### src/rtl/inv_mix_columns_seq.sv
// AES InvMixColumns over a 128-bit state, one column per cycle through a shared
// column datapath, with a valid/ready handshake on both sides.
module inv_mix_columns_seq #(
    parameter int BYTE   = 8,
    parameter int DWORD  = 32,
    parameter int LENGTH = 128
) (
    input  logic              clk,
    input  logic              rst,
    input  logic              in_valid,
    output logic              in_ready,
    input  logic [LENGTH-1:0] inpt,
    output logic              out_valid,
    input  logic              out_ready,
    output logic [LENGTH-1:0] oupt,
    output logic              busy
);

    typedef enum logic [1:0] {IDLE, COMP, DONE} state_t;

    state_t            state;
    logic [1:0]        cnt;
    logic [LENGTH-1:0] in_reg;
    logic [DWORD-1:0]  col_out;

    function automatic logic [BYTE-1:0] xt(input logic [BYTE-1:0] b);
        return {b[BYTE-2:0], 1'b0} ^ (b[BYTE-1] ? BYTE'(8'h1b) : '0);
    endfunction

    // Coefficients 09/0b/0d/0e built from the x2/x4/x8 xtime chain of each byte.
    function automatic logic [DWORD-1:0] col_inv(input logic [DWORD-1:0] w);
        logic [BYTE-1:0] s  [4];
        logic [BYTE-1:0] m9 [4];
        logic [BYTE-1:0] mb [4];
        logic [BYTE-1:0] md [4];
        logic [BYTE-1:0] me [4];
        logic [BYTE-1:0] x2, x4, x8;
        for (int unsigned i = 0; i < 4; i++) begin
            s[i]  = w[DWORD-1-BYTE*i -: BYTE];
            x2    = xt(s[i]);
            x4    = xt(x2);
            x8    = xt(x4);
            m9[i] = x8 ^ s[i];
            mb[i] = x8 ^ x2 ^ s[i];
            md[i] = x8 ^ x4 ^ s[i];
            me[i] = x8 ^ x4 ^ x2;
        end
        return {me[0] ^ mb[1] ^ md[2] ^ m9[3],
                m9[0] ^ me[1] ^ mb[2] ^ md[3],
                md[0] ^ m9[1] ^ me[2] ^ mb[3],
                mb[0] ^ md[1] ^ m9[2] ^ me[3]};
    endfunction

    always_comb begin
        col_out = col_inv(in_reg[cnt*DWORD +: DWORD]);
    end

    // in_ready is combinational in DONE so a new block can enter as the result leaves.
    assign in_ready = (state == IDLE) || ((state == DONE) && out_ready);
    assign busy     = (state == COMP);

    always_ff @(posedge clk) begin
        if (rst) begin
            state     <= IDLE;
            cnt       <= '0;
            out_valid <= 1'b0;
            oupt      <= '0;
            in_reg    <= '0;
        end else begin
            case (state)
                IDLE: begin
                    if (in_valid) begin
                        in_reg <= inpt;
                        cnt    <= '0;
                        state  <= COMP;
                    end
                end
                COMP: begin
                    oupt[cnt*DWORD +: DWORD] <= col_out;
                    cnt <= cnt + 2'd1;
                    if (cnt == 2'd3) begin
                        state     <= DONE;
                        out_valid <= 1'b1;
                    end
                end
                DONE: begin
                    if (out_ready) begin
                        out_valid <= 1'b0;
                        if (in_valid) begin
                            in_reg <= inpt;
                            cnt    <= '0;
                            state  <= COMP;
                        end else begin
                            state <= IDLE;
                        end
                    end
                end
                default: state <= IDLE;
            endcase
        end
    end

endmodule

### config.mk
export PLATFORM = sky130hd
export DESIGN_NAME = inv_mix_columns_seq
export DESIGN_NICKNAME = d
export VERILOG_FILES = /design/src/rtl/inv_mix_columns_seq.sv
export SDC_FILE = /design/constraint.sdc
export NUM_CORES = 1
export LEC_CHECK = 0
export CAP_MARGIN = 10
export CORE_MARGIN = 1.5
export CORE_UTILIZATION = 35
export CTS_CLUSTER_DIAMETER = 100
export DETAILED_ROUTE_END_ITERATION = 12
export SYNTH_ARGS = -nofsm -noshare
export SYNTH_HDL_FRONTEND = slang
export SYNTH_SLANG_ARGS = --single-unit
### constraint.sdc
create_clock -name clk -period 4 [get_ports clk]
set_input_delay 0.8 -clock clk [delete_from_list [all_inputs] [get_ports clk]]
set_output_delay 0.8 -clock clk [all_outputs]
set_load 0.005 [all_outputs]
==> qor.yml <==
layout_common_cells: "262 x nand2_1, 261 x clkdlybuf4s50_1, 259 x dfxtp_1, 136 x a21oi_1, 136 x xnor2_1"
p_int_mw: 5.52
path_delay_family: "XOR/XNOR gates"
overflow: 0
outcome: "finished clean"
synth_compound_area_share_pct: 14.8
cts_resized: 0
grt_use_total_pct: 19.9
clock_sinks: 261
max_cap_violations: 0
top_layer_used: "met4"
cts_buffers: 28
drive_above_1_share_pct: 9.34
instances_no_fill: 1919
clock_skew_ps: 13.4
clock_path_buffers: 3
place_inst: 1870
synth_area_um2: 11800
ys_seq_elements: 261
clk_pin_slew_ps: 60
setup.worst_path.start_class: "register"
via_count: 9511
path_max_fanout: 18
antenna_cells: 0
synth-adder-area-share_pct: 0.638
grt_pass1_wl_um: 54900
power.density_nw_per_um2: 521
synth_mux_area_share_pct: 6.13
cts_tree: "done"
portBuffers: 262
slew_violations: 0
cp_slowest_cell: "dfxtp_2"
routed_wirelength_um: 35700
power_switching_mw: 2.71
cts_root_buffer: "clkbuf_16"
cp.arrival_ps: 4110
ant_nets: 0
synth_nets: 1361
crit_required_ps: 4480
min_path_type: "register to register"
synth.area.top_cells: "dfxtp_1 44%, xnor2_1 10%, nand2_1 8.4%"
rows: 66
cts.hold.buffers_added: 0
num-nets-final: 1596
grt_max_degree: 146
gp_congestion: 0.888
max_stage_delay_ps: 720
die_h_um: 186
dr_wl_met3_um: 2280
ys_types: 29
io_pins: 263
grt_setup_unrepaired: "false"
min_period_ps: 3630
tightestPinTransition_ps: 776
drt_pass1_iterations: 5
avgRoutedWirePerCell_um: 18.6
ys.warnings.count: 0
synth-simple-area-share_pct: 11.7
setup_slack_ps: 367
worst_skew_pair.late_latency_ps: 540
h-tree-depth: 1
netlist_instances: 1223
max_slew_margin_pct: 48.1
die_w_um: 186
p_seq_share_pct: 34.4
crit_chain: "buf_12 -> mux4_2 -> xnor3_1 -> xor2_1 -> xnor3_1 -> xor2_1 -> a22oi_1 -> nor2_1"
synth_top_cell_by_area: "dfxtp_1"
grt_pass1_vias: 9326
dp_slack_ps: 378
crit_buf_inv: 1
post_cts_buffers: 0
p_comb_share_pct: 33.0
fmax_mhz: 275
p_leak_nw: 5.69
routed-wl-met2_um: 15800
die_area_um2: 34700
fin_crit_sh_pct: 90.8
drt-met1-wl_um: 17000
core_um2: 32800
setup_tns_ps: 0
critPathCaptureType: "register"
drt_iter0_drc: 744
synth_xor_area_share_pct: 18.9
avgSynthCellArea_um2: 9.62
dp_hpwl_um: 26600
pwr-share-clk_pct: 32.6
drc: 0
yosysSeqAreaShare_pct: 44.4
synth_top_family_by_area: "XOR/XNOR gates"
layout-area-overhead-vs-synth_pct: 34.5
path_class: "register to register"
final_util_pct: 48.3
hold_violations: 0
vias_per_cell: 4.96
layout_commonest_cell: "nand2_1"
finalSetupViolations: 0
p_sw_share_pct: 32.9
peakVddDrop_mv: 0.339
yosys.area.top_type_share_pct: 44.4
antenna_found_initial: 0
start_util_pct: 35.9
-- cell families (layout without fill, tap and decap cells) --
group	count (synthesis)	in the layout
simple gates	356	356
compound gates	268	268
flops	261	261
xor+xnor	208	208
buf+inv	92	346
mux	32	32
fa+ha+maj	6	6
-- Yosys cell counts --
library cell	instances
clkbuf_1	66
a22oi_1	73
nand3b_1	1
buf_6	4
nor4_1	1
xor2_2	6
nor2_1	83
xor2_1	37
ha_1	6
xnor2_1	136
a22o_1	56
mux4_2	32
xor3_1	2
buf_4	5
nor4b_2	2
o21ai_0	1
xnor2_2	11
dfxtp_1	261
nor2b_1	3
buf_1	3
nor3_1	2
nand2_1	263
xnor2_4	5
inv_1	4
a31oi_1	2
and2_1	1
buf_2	10
a21oi_1	136
xnor3_1	11
-- worst paths after layout --
path / cells past startpoint / slack, ps / start / to
worst min register to register: 2 / 450 / in_reg[97] / in_reg[97]
worst min-delay path: 2 / 450 / in_reg[97] / in_reg[97]
worst max register to register: 8 / 370 / cnt[0] / oupt[114]
worst max-delay path: 8 / 370 / cnt[0] / oupt[114]
-- per-stage QoR --
stage | cell area (um2) | hold slack [ps] | power, mW
5_1_grt | 15800 | 467 | 8.62
3_5_place_dp | 14900 | 444 | 5.62
6_report | 15800 | 451 | 8.24
2_1_floorplan | 11800 | 433 | 4.67
4_1_cts | 15800 | 452 | 8.31
3_3_place_gp | 14900 | 439 | 5.59
-- power groups by stage --
stage	sequential, mW	clock [mW]	combinational (mW)
final	2.83	2.68	2.72
after global routing	2.85	2.86	2.91
after CTS	2.83	2.74	2.73
after detailed placement	2.89	0	2.73
after global placement	2.89	0	2.70
after floorplan	2.86	0	1.81
-- routing by layer --
layer	up-vias	GRT usage (%)
met5	-	0
met1	4480	28.8
met4	0	4.03
li1	4630	-
met2	366	31.0
met3	35	3.55
-- worst min-delay path, cell delays in order (launching register included) --
cell	delay, ps
dfxtp_1	300
nand2_1	50
a21oi_1	50
-- final cells by class --
class	count	area (um2)
Clock inverter	13	176
Tap cell	442	553
Multi-Input combinational cell	870	6160
Timing Repair Buffer	293	2910
Sequential cell	261	5230
Clock buffer	36	782
Fill cell	3131	17000
Inverter	4	15.0
No activity file was read; power rests on OpenSTA's default activity.
